**src/rtl/button_blip.sv**
```systemverilog
// Two-button input conditioner: 2-flop synchroniser, debounce FSM, and enable/conflict
// gated single-cycle press pulses. Define BUTTON_BLIP_AUTO_REPEAT_EN for hold-to-repeat.
module button_blip #(
  parameter int DEBOUNCE_CYCLES = 1000000,
  parameter int CNT_W           = 20,
  parameter int REPEAT_DELAY    = 50000000,
  parameter int REPEAT_RATE     = 10000000
) (
  input  logic Clk100M,
  input  logic reset,
  input  logic btnUpRaw,
  input  logic btnDownRaw,
  input  logic enable,
  output logic userUp,
  output logic userDown,
  output logic upHeld,
  output logic downHeld
);

  typedef enum logic [1:0] {IDLE, PRESS_CHK, PRESSED, REL_CHK} state_t;

  localparam logic [CNT_W-1:0] CNT_LAST = CNT_W'(DEBOUNCE_CYCLES - 1);

  if (DEBOUNCE_CYCLES < 2 || DEBOUNCE_CYCLES > (2 ** CNT_W) - 1) begin : g_bad_debounce
    $error("button_blip: DEBOUNCE_CYCLES out of range for CNT_W");
  end
  if (REPEAT_RATE < 1 || REPEAT_RATE > REPEAT_DELAY) begin : g_bad_repeat
    $error("button_blip: REPEAT_RATE must be in 1..REPEAT_DELAY");
  end

  logic [1:0] raw;
  logic [1:0] cand;
  logic [1:0] held;
  logic [1:0] pulse_reg;

  assign raw = {btnDownRaw, btnUpRaw};

  genvar gi;
  generate
    for (gi = 0; gi < 2; gi++) begin : g_chan
      logic             sync1_reg;
      logic             sync2_reg;
      state_t           state_reg;
      state_t           state_next;
      logic [CNT_W-1:0] cnt_reg;
      logic [CNT_W-1:0] cnt_next;
      logic             press_cand;
      logic             rep_cand;
      logic             cand_reg;
      logic             held_reg;

      always_ff @(posedge Clk100M) begin
        if (reset) begin
          sync1_reg <= 1'b0;
          sync2_reg <= 1'b0;
          state_reg <= IDLE;
          cnt_reg   <= '0;
        end else begin
          sync1_reg <= raw[gi];
          sync2_reg <= sync1_reg;
          state_reg <= state_next;
          cnt_reg   <= cnt_next;
        end
      end

      // cnt holds the number of consecutive agreeing samples minus one while checking
      always_comb begin
        state_next = state_reg;
        cnt_next   = cnt_reg;
        press_cand = 1'b0;
        case (state_reg)
          IDLE: begin
            if (sync2_reg) begin
              state_next = PRESS_CHK;
              cnt_next   = CNT_W'(1);
            end
          end
          PRESS_CHK: begin
            if (!sync2_reg) begin
              state_next = IDLE;
              cnt_next   = '0;
            end else if (cnt_reg == CNT_LAST) begin
              state_next = PRESSED;
              cnt_next   = '0;
              press_cand = 1'b1;
            end else begin
              cnt_next = cnt_reg + CNT_W'(1);
            end
          end
          PRESSED: begin
            if (!sync2_reg) begin
              state_next = REL_CHK;
              cnt_next   = CNT_W'(1);
            end
          end
          REL_CHK: begin
            if (sync2_reg) begin
              state_next = PRESSED;
              cnt_next   = '0;
            end else if (cnt_reg == CNT_LAST) begin
              state_next = IDLE;
              cnt_next   = '0;
            end else begin
              cnt_next = cnt_reg + CNT_W'(1);
            end
          end
          default: begin
            state_next = IDLE;
            cnt_next   = '0;
          end
        endcase
      end

`ifdef BUTTON_BLIP_AUTO_REPEAT_EN
      localparam int REP_W = $clog2(REPEAT_DELAY + 1);
      localparam logic [REP_W-1:0] REP_LAST   = REP_W'(REPEAT_DELAY - 1);
      localparam logic [REP_W-1:0] REP_RELOAD = REP_W'(REPEAT_DELAY - REPEAT_RATE);
      logic [REP_W-1:0] rep_reg;

      // Runs only in PRESSED, frozen in REL_CHK, cleared once the press is fully released.
      // Reloading to DELAY-RATE makes later candidates arrive every REPEAT_RATE cycles.
      always_ff @(posedge Clk100M) begin
        if (reset || state_reg == IDLE || state_reg == PRESS_CHK) begin
          rep_reg <= '0;
        end else if (state_reg == PRESSED) begin
          if (rep_reg == REP_LAST) begin
            rep_reg <= REP_RELOAD;
          end else begin
            rep_reg <= rep_reg + REP_W'(1);
          end
        end
      end

      assign rep_cand = (state_reg == PRESSED) && (rep_reg == REP_LAST);
`else
      assign rep_cand = 1'b0;
`endif

      // Candidate and held are both registered so they line up with the pulse outputs
      always_ff @(posedge Clk100M) begin
        if (reset) begin
          cand_reg <= 1'b0;
          held_reg <= 1'b0;
        end else begin
          cand_reg <= press_cand | rep_cand;
          held_reg <= (state_reg == PRESSED) || (state_reg == REL_CHK);
        end
      end

      assign cand[gi] = cand_reg;
      assign held[gi] = held_reg;
    end
  endgenerate

  // Simultaneous up/down candidates cancel each other out
  always_ff @(posedge Clk100M) begin
    if (reset) begin
      pulse_reg <= 2'b00;
    end else begin
      pulse_reg[0] <= cand[0] & enable & ~cand[1];
      pulse_reg[1] <= cand[1] & enable & ~cand[0];
    end
  end

  assign userUp   = pulse_reg[0];
  assign userDown = pulse_reg[1];
  assign upHeld   = held[0];
  assign downHeld = held[1];

endmodule
```
**config.mk**
```make
export PLATFORM = sky130hd
export DESIGN_NAME = button_blip
export DESIGN_NICKNAME = d
export VERILOG_FILES = /design/src/rtl/button_blip.sv
export SDC_FILE = /design/constraint.sdc
export NUM_CORES = 1
export LEC_CHECK = 0
export CAP_MARGIN = 20
export CORE_AREA = 2 2 76 78
export CTS_BUF_LIST = sky130_fd_sc_hd__clkbuf_8
export CTS_CLUSTER_DIAMETER = 150
export DETAILED_ROUTE_END_ITERATION = 7
export DIE_AREA = 0 0 78 80
export PLACE_DENSITY = 0.64
export SYNTH_ARGS = -nofsm -noshare
export SYNTH_HDL_FRONTEND = slang
export SYNTH_SLANG_ARGS = --single-unit
```
**constraint.sdc**
```tcl
create_clock -name Clk100M -period 2.2 [get_ports Clk100M]
set_clock_uncertainty 0.05 [all_clocks]
set_input_delay 0.22 -clock Clk100M [delete_from_list [all_inputs] [get_ports Clk100M]]
set_output_delay 0.22 -clock Clk100M [all_outputs]
set_load 0.02 [all_outputs]
```
After elaboration in Yosys (flattened, before gate mapping)
Index checks and enable logic that the tools add are counted.

word-level totals
  bits in registers = 54
  latch bits = 0
  RAM bits = 0
  memory bits (read-only) = 0
  input bits = 5
  output and inout bits = 4
  word-level logic and storage cells = 79
  memories kept = 0

operators by class
  add/sub/neg operators = 2
  multiply operators = 0
  divide/modulo/power cells = 0
  order comparisons = 0
  equal/unequal tests = 16
  shift-type cells = 0
  multiplexer cells = 28
  bitwise logic cells = 10
  reductions and logical operators = 10

operators with widths
  operator               count
  $mux 20                10
  $pmux 20 s4            2
  $add 20x1->20 const B  2
  $eq 20x20->1 const B   2
  $mux 2                 12
  $pmux 2 s4             2
  $ne 3x3->1 const B     4
  $eq 2x2->1 const B     4
  $ne 2x2->1 const B     4
  $reduce_and 4->1       2
  $not 1->1              6
  $reduce_or 3->1        2
  $and 1x1->1            4
  $eq 2x1->1 const B     2
  $logic_not 2->1        2
  $reduce_and 2->1       2
  $logic_or 1x1->1       2
  $mux 1                 2

Depth between registers and ports, before layout
Gate-level depths: netlist of run 1.

  word-level depth = 4
  gate-level depth with buffers = 8

Worst setup path after synthesis of run 1
Ideal clock, no wire load.

  kind = register to register
  start point = register g_chan[1].cnt_reg[0]
  end point = register g_chan[1].cnt_reg[13]
  arrival = 1.802 ns
  required time = 2.076 ns
  slack = 0.274 ns
  cell stages (with the launch flop) = 9
  path buffers = 2
  period minus slack after synthesis = 1.926 ns
  path through = dfxtp_1 -> ha_1 -> and3_1 -> and3_1 -> a211oi_1 -> buf_2 -> buf_4 -> nand2_1 -> a31oi_1

between the ends
  longest elaborated chain between the ends = 4

RTL lines
  element                                               RTL line  RTL
  start, declared                                       45        logic [CNT_W-1:0] cnt_reg;
  start signal, assigned                                62        cnt_reg <= cnt_next;
  $add 20x1->20 / $eq 20x20->1 (equally long branches)  -
  $mux 20 *                                             82, 100
  $mux 20 (on tied branches)                            97, 79
  $pmux 20 s4 *                                         71        case (state_reg)

Mark *: on every way between the ends. The rest lies on a longest branch, timed or not.
A chain may end at the register's enable or synchronous reset.

Worst setup path in the final report of run 1
  start point = register g_chan[1].cnt_reg[10]
  end point = register g_chan[1].cnt_reg[11]

Same word-level chain as after synthesis.

==> flow_metrics.py, run 1 <==
metrics = {
    "floorplanning": {
        "coreArea_um2": 5405,
        "fp.dieW_um": 78,
        "start_util": 0.4928,
        "die_h_um": 80,
        "dieArea_um2": 6240,
        "rows": 27,
        "io_pins": 9,
    },
    "synthesis": {
        "synth.top_cell.area_share": 0.4058,
        "yosysUniqueCellTypes": 49,
        "ys.flop_type": "dfxtp_1",
        "postSynthAreaPerCell_um2": 8.734,
        "ys_seq_elements": 54,
        "synth_fp_nets": 313,
        "ys_seq_area_frac": 0.4058,
        "synth_edf_count": 0,
        "synth_cells": 305,
        "syn_area_um2": 2664,
        "ys_warn_count": 0,
        "yosysTopAreaCell": "dfxtp_1",
        "synthArstFlopShare": 0,
        "synthTopCellsByArea": "dfxtp_1 41%, a31oi_1 4.7%, nand2_1 3.9%, nand3_1 3.9%, a21oi_1 3.6%",
    },
    "timing": {
        "post-route-min-period_ns": 1.949,
        "finalCritPeriodShare": 0.8861,
        "hold_viol_final": 0,
        "worstMarginPinSlew_ns": 0.4950,
        "setup_viol": 0,
        "rsz0062_at_grt": "false",
        "setup_slack_ns": 0.2506,
        "tns_ns": 0,
        "maxSlewHeadroom": 0.6670,
        "max_freq_ghz": 0.5130,
        "maxSlewViolCount": 0,
    },
    "worst_setup_path": {
        "worst_setup_path_start_kind": "flip-flop",
        "max_stage_delay_ns": 0.47,
        "critPathBufInv": 1,
        "cpLargestDelayFamily": "simple AND/OR/NAND/NOR gates",
        "crit_slowest_cell": "nor4bb_1",
        "cp-end-kind": "flip-flop",
        "cp.required_ns": 2.37,
        "crit_path_cell_trace": "nor4bb_1 -> and4b_1 -> a211oi_2 -> buf_4 -> a21o_1 -> a22o_1",
        "crit_type": "reg -> reg",
        "worstPathArrival_ns": 2.12,
        "critPathMaxFanout": 17,
    },
    "final_layout": {
        "syn2layout_area_growth_pct": 10.57,
        "fillers": 541,
        "final_cell_mix": "54 x dfxtp_1, 28 x nand2_1, 21 x nand3_1, 20 x a31oi_1, 19 x a21oi_1",
        "multi_input_area_um2": 1469,
        "nets": 323,
        "fin_area_um2": 2945,
        "seq_area_um2": 1081,
        "largest_register_ff_count": 40,
        "drive_above_1_share": 0.08889,
        "final_common_cell": "dfxtp_1",
        "diodes": 0,
    },
    "placement": {
        "place_congestion": 0.8127,
        "dp_hpwl_um": 3798,
        "place_ws_ns": 0.2854,
        "port_buffers": 8,
        "post_dp_cell_area_um2": 2833,
    },
    "route": {
        "drt-total-wl_um": 5503,
        "via_count": 2224,
        "wl_per_cell_um": 14.22,
        "firstDrtPassIters": 4,
        "drt_iter0_markers": 136,
        "drc": 0,
        "ant_nets": 0,
        "via_per_inst": 5.747,
    },
    "clock_tree": {
        "numCtsBuffers": 5,
        "cts_hold_buf": 0,
        "cts_root_buffer": "clkbuf_8",
        "clock_latency_ns": 0.31,
        "cts_tree": "done",
        "htree_levels": 2,
        "cts.clk_slew.worst_paths_ns": 0.10,
        "postCtsResizedCells": 0,
        "cts.sinks": 54,
        "clk_path_buf_depth": 2,
        "post_cts_buffers": 0,
    },
    "grt": {
        "antenna_found_initial": 0,
        "grt_pass1_wl_um": 9701,
        "overflow": 0,
        "grt_pass1_vias": 2065,
        "grt_use_total": 0.1938,
        "grt_max_degree": 22,
    },
    "power_and_ir_drop": {
        "power_w": 0.001737,
        "cellLeakagePower_nw": 1.014,
        "powerDensity_nw_per_um2": 589.8,
        "ir_drop_v": 0.0004455,
    },
    "job": {
        "drv_cap": 0,
    },
    "status": {
        "status": "finished clean",
    },
    "worst_hold_path": {
        "min_path_type": "reg -> reg",
    },
}
Yosys cell counts (all sizes together), types with 2 or more instances:
master	n
o21ai	6
inv	6
nor3	8
a21o	5
ha	3
or3	2
a211oi	2
nor2b	6
nand4	14
o22ai	2
and3	7
and4	5
nor3b	5
buf	10
a22o	6
a21oi	19
clkbuf	7
nand3	21
nand3b	4
nor2	15
a41oi	2
nand2	28
mux2i	9
dfxtp	54
a31oi	21
nor4bb	4
xnor2	4
and4b	2
nor4	5
xor2	5
nand2b	10
layer usage:
metal / share of wire / GRT usage / vias up
li1: - / - / 1154
met1: 0.53 / 0.2725 / 1017
met2: 0.41 / 0.2905 / 48
met3: 0.049 / 0.05543 / 5
met4: 0.012 / 0.05263 / 0
met5: 0 / 0 / -
cell type report:
type | count | share of cell area
clock buffer | 6 | 0.02804
clock inverter | 1 | 0.01020
inverter | 6 | 0.007647
multi-input combinational | 228 | 0.4987
sequential | 54 | 0.3670
tap | 72 | 0.03059
timing repair buffer | 20 | 0.05777
report_power, final:
part           total (W)  switching, W  internal [W]  leakage [nW]
registers       0.000990    0.00000657      0.000983         0.436
logic          0.0000652     0.0000367     0.0000285         0.520
clock network   0.000682      0.000318      0.000365        0.0573
total            0.00174      0.000361       0.00138          1.01
path summary, 6_finish.rpt:
path | start | to | slack [ns] | cells after the start
setup / recovery | g_chan[1].cnt_reg[10] | g_chan[1].cnt_reg[11] | 0.25 | 6
hold / removal | g_chan[1].cand_reg | pulse_reg[0] | 0.38 | 1
setup reg to reg | g_chan[1].cnt_reg[10] | g_chan[1].cnt_reg[11] | 0.25 | 6
hold reg to reg | g_chan[1].cand_reg | pulse_reg[0] | 0.38 | 1
worst register-to-register path, cell delays in order, from the launching register on:
cell and delay, ns:
dfxtp_1 0.39, nor4bb_1 0.47, and4b_1 0.31, a211oi_2 0.09, buf_4 0.21, a21o_1 0.17, a22o_1 0.17
metrics by stage:
stage / hold slack, ns / util / cells
floorplan: 0.2982 / - / 305
global placement: 0.3679 / 0.5241 / 380
detailed placement: 0.3624 / 0.5241 / 380
CTS: 0.3808 / 0.5449 / 387
global route: 0.3923 / 0.5449 / 387
finish: 0.3806 / 0.5449 / 387
logic make-up (layout without fill, tap and decap cells):
kind of cell    after synthesis  after routing  synth area share
simple gates                142            142            0.3166
compound gates               65             65            0.1555
flops                        54             54            0.4058
buf+inv                      23             33           0.04462
xor+xnor                      9              9           0.02959
mux                           9              9           0.03382
fa+ha+maj                     3              3           0.01409
(Power assumes the default switching activity.)
==> run 2, diff against run 1 <==
Settings changed: CAP_MARGIN 20 to not set, TNS_END_PERCENT set to 100.
==> results of run 2 <==
Final layout, timing and power as in run 1 (identical DEF).
==> variant 1 (flow settings as in run 2) <==
The parameter `CNT_W` goes from 20 to 21.
--- a/src/rtl/button_blip.sv
+++ b/src/rtl/button_blip.sv
@@ -2,7 +2,7 @@
 // gated single-cycle press pulses. Define BUTTON_BLIP_AUTO_REPEAT_EN for hold-to-repeat.
 module button_blip #(
   parameter int DEBOUNCE_CYCLES = 1000000,
-  parameter int CNT_W           = 20,
+  parameter int CNT_W           = 21,
   parameter int REPEAT_DELAY    = 50000000,
   parameter int REPEAT_RATE     = 10000000
 ) (
Check against the original RTL: no difference found for any inputs over 10 cycles, from zero or initial values and one cycle with reset high; that may be too few to reach the edited logic, so the function may still have changed.
==> variant 1 against run 2 <==
Via count up 6.2%; final area up 5.4%; utilization up 2.9 points; sequential share of layout area down 0.51 points; sequential cell count up 2; worst setup slack worse by 160 ps; global-route usage down 0.52 points; synthesized area up 0.28%; final cell count up 5.9%; routed wire length up 3.3%; first-iteration DRC count down 41%; total power down 2.5%; die area unchanged; largest power group unchanged.
==> variant 1: results (changes against run 2) <==
[status]
status = finished clean

[place]
dp_cells = 400  ; +5.3%
gp_congestion = 0.847  ; +4.2%
place_hpwl_um = 3970  ; +4.5%
placed_area_um2 = 2960  ; +4.3%
port-buffer-count = 8  ; unchanged

[yosys]
synth_cell_types = 46  ; -6.1%
synth_fp_nets = 321  ; +2.6%
synth_common_cells = 56 x dfxtp_1, 30 x nand2_1, 23 x nand3_1, 23 x nor2_1, 21 x a21oi_1
synthArstFlopShare_pct = 0  ; unchanged
avgSynthCellArea_um2 = 8.51  ; -2.6%
yosysSeqAreaShare_pct = 42.0  ; +1.4 points
netlist_top_cells_area = dfxtp_1 42%, nand3_1 4.3%, nand2_1 4.2%

[setup_path]
crit_path_max_incr_delay_ps = 540  ; +70 ps
cp_slowest_cell = or4b_4
cp_max_fo = 16  ; -1
arrival_ps = 2270  ; +150 ps

[final_layout]
diodes = 0  ; unchanged
fin_nets = 344  ; +6.5%
largest_reg_flops = 42  ; +5.0%
drive_above_1_share_pct = 12.4  ; +3.5 points
fin_cells = 410  ; +5.9%
final_common_cell = dfxtp_1

[power]
p_leak_nw = 1.13  ; +12%
ir_drop_uv = 309  ; -31%
p_sw_mw = 0.404  ; +12%

[route]
drt_iter0_markers = 80  ; -41%
routed_wirelength_um = 5690  ; +3.3%
dr.pass1.iters = 4  ; unchanged
num_vias = 2362  ; +6.2%

[global_routing]
grt_usage_pct = 18.9  ; -0.52 points
grt_pass1_vias = 2095  ; +1.5%
grt_max_degree = 33  ; +50%
antenna_found_initial = 0  ; unchanged
grt_pass1_wl_um = 9490  ; -2.2%

[timing]
worst_pin_slew_ps = 604  ; +109 ps

[clock_tree]
cts-htree-levels = 2  ; unchanged
cts_buffer_depth = 2  ; unchanged

==> variant 1: cell count changes after synthesis, sizes merged, moves of 4 or more <==
cell and change:
and4 -4, a22o +5, a221o +4, nor4 +7, mux2i -6, nor2 +8, a31oi -7
==> variant 1: per-stage QoR <==
| stage | setup WS (ps) | utilization (%) |
|---|---|---|
| 2_1_floorplan | 200 | - |
| 3_5_place_dp | 141 | 54.7 |
| 5_1_grt | 10.8 | 57.4 |
| 6_report | 92.6 | 57.4 |
| 3_3_place_gp | 158 | 54.7 |
| 4_1_cts | 112 | 56.4 |
==> variant 1: power groups by stage <==
stage / combinational (mW) / clock, mW / sequential, mW
3_5_place_dp: 0.0811 / 0 / 1.05
5_1_grt: 0.0906 / 0.655 / 1.03
6_report: 0.0823 / 0.582 / 1.03
2_1_floorplan: 0.0493 / 0 / 1.05
4_1_cts: 0.0814 / 0.610 / 1.03
3_3_place_gp: 0.0804 / 0 / 1.05
==> variant 1: kinds of logic (layout without fill, tap and decap cells) <==
family,Yosys count,count (layout),synth area share [%]
simple gates,148,148,30.3
compound gates,74,74,18.8
flops,56,56,42.0
buf+inv,21,45,3.61
xor+xnor,10,10,3.28
mux,3,3,1.12
fa+ha+maj,2,2,0.937
==> variant 1: cell type report <==
cell class,count,area [um^2]
clock buffer,5,68.8
sequential,56,1120
multi-input combinational,237,1480
tap,72,90.1
clock inverter,3,25.0
inverter,6,22.5
fill,493,2300
timing repair buffer,31,295
==> variant 1: final timing paths <==
kind | endpoint | from | cells after the start | slack (ps)
min | pulse_reg[1] | g_chan[0].cand_reg | 1 | 370
max | g_chan[1].cnt_reg[19] | g_chan[1].cnt_reg[20] | 6 | 90
min reg2reg | pulse_reg[1] | g_chan[0].cand_reg | 1 | 370
max reg2reg | g_chan[1].cnt_reg[19] | g_chan[1].cnt_reg[20] | 6 | 90
==> variant 1: worst register-to-register path: cells and delay by family, from the launching register on <==
kind	cells	cell delay, ps
AND/OR/NAND/NOR	3	1060
buffers and inverters	1	180
AO/OA/AOI/OAI	2	380
flip-flops	1	340
==> variant 1: routing by layer <==
layer  part of all wire [%]  vias to the layer above  global-route usage (%)
met4                    1.7                        0                    7.54
li1                       -                     1220                       -
met5                      0                        -                       0
met1                     48                     1118                    23.5
met2                     49                       17                    32.1
met3                    1.6                        7                    3.73
==> variant 1: what timing repair did <==
action / CTS / global route
setup endpoints to repair: 0 / 4
setup buffers: 0 / 1
gates resized for setup: 0 / 5
==> variant 2 (flow settings as in run 2) <==
Without the edit above. Register the outputs `userUp`, `userDown`, `upHeld` and `downHeld`, cleared by the reset; this adds one clock of latency there.
--- a/src/rtl/button_blip.sv
+++ b/src/rtl/button_blip.sv
@@ -162,9 +162,18 @@
     end
   end
 
-  assign userUp   = pulse_reg[0];
-  assign userDown = pulse_reg[1];
-  assign upHeld   = held[0];
-  assign downHeld = held[1];
+  always_ff @(posedge Clk100M) begin
+    if (reset) begin
+      userUp   <= '0;
+      userDown <= '0;
+      upHeld   <= '0;
+      downHeld <= '0;
+    end else begin
+      userUp   <= pulse_reg[0];
+      userDown <= pulse_reg[1];
+      upHeld   <= held[0];
+      downHeld <= held[1];
+    end
+  end
 
 endmodule
Formal check against the unedited RTL: no difference found for any inputs over 10 cycles, from zero or initial values and one cycle with reset high; that may be too few to reach the edited logic, so the function may still have changed.
==> variant 2 against run 2 <==
Total power rose by 32%; final area up 8.9%; combinational power shrank 6.6%; sequential cell count rose by 4; synthesized area is 1.7% higher; synthesized cell count increased by 0.33%; routed wire length increased by 5.3%; worst setup slack worse by 110 ps; clock power increased by 73%; critical endpoint is now g_chan[0].cnt_reg[4]; largest power group is now the clock network.
==> variant 2: results (changes against run 2) <==
[power]
combPwrFrac_pct = 2.6  ; -1.2 points
clkPwrFrac_pct = 51.1  ; +12 points

[yosys]
synth.area.mux_share_pct = 1.85  ; -1.5 points
synth-adder-area-share_pct = 1.39  ; -0.024 points
synth_seq_cells = 58  ; +7.4%
synth_cell_types = 48  ; -2.0%
synth_xor_area_share_pct = 2.91  ; -0.051 points
syn_inst = 306  ; +0.33%

[clock_tree]
clkLatencyLatePin_ps = 340  ; +30 ps
path_clk_slew_ps = 70  ; -30 ps

[global_routing]
grt_pass1_vias = 2171  ; +5.1%
grtUsageMet3_pct = 5.09  ; -0.45 points
grt_use_met2_pct = 32.0  ; +2.9 points

[route]
routed_wirelength_um = 5790  ; +5.3%
wl_met3_um = 187  ; -30%
routed-wl-met2_um = 2720  ; +21%
num_vias = 2373  ; +6.7%
drt_iter0_markers = 112  ; -18%

[setup_path]
cp_max_fo = 30  ; +13
arrival_ps = 2220  ; +100 ps
cp-endpoint = g_chan[0].cnt_reg[4]

[final_layout]
clkbuf_count = 9  ; +3
clock_tree_area_fraction_pct = 7.30  ; +3.5 points
regArea_um2 = 1160  ; +7.4%
fin_cells = 409  ; +5.7%
multi_input_area_um2 = 1450  ; -1.0%
area_share_nonclk_buffers_pct = 8.12  ; +2.3 points

[place]
dp_slack_ps = 51.6  ; -234 ps
placed_area_um2 = 2970  ; +4.7%

[timing]
worst_pin_slew_ps = 485  ; -9.52 ps
hold_slack_ps = 369  ; -11.6 ps

[status]
status = finished clean

variant 2: cell count changes after synthesis, moves of 4 or more:
| cell | before | now |
|---|---|---|
| o21ai_1 | 5 | 0 |
| a21o_1 | 5 | 0 |
| nand2b_1 | 10 | 4 |
| mux2i_1 | 9 | 5 |
| nand2_1 | 28 | 33 |
| nor2b_1 | 6 | 10 |
| nand3_1 | 21 | 16 |
| dfxtp_1 | 54 | 58 |
| o21ai_0 | 1 | 8 |
| a31oi_1 | 20 | 27 |
| a41oi_1 | 2 | 7 |
variant 2: kinds of logic after synthesis:
group / count (synthesis)
compound gates: 73
flops: 58
fa+ha+maj: 3
simple gates: 139
xor+xnor: 9
buf+inv: 19
mux: 5
variant 2: worst max-delay path: stages (launching register included):
cell	delay [ps]
dfxtp_1	360
or4_4	560
nor4_4	320
a211oi_2	110
buf_4	230
a41oi_1	240
a31oi_1	50
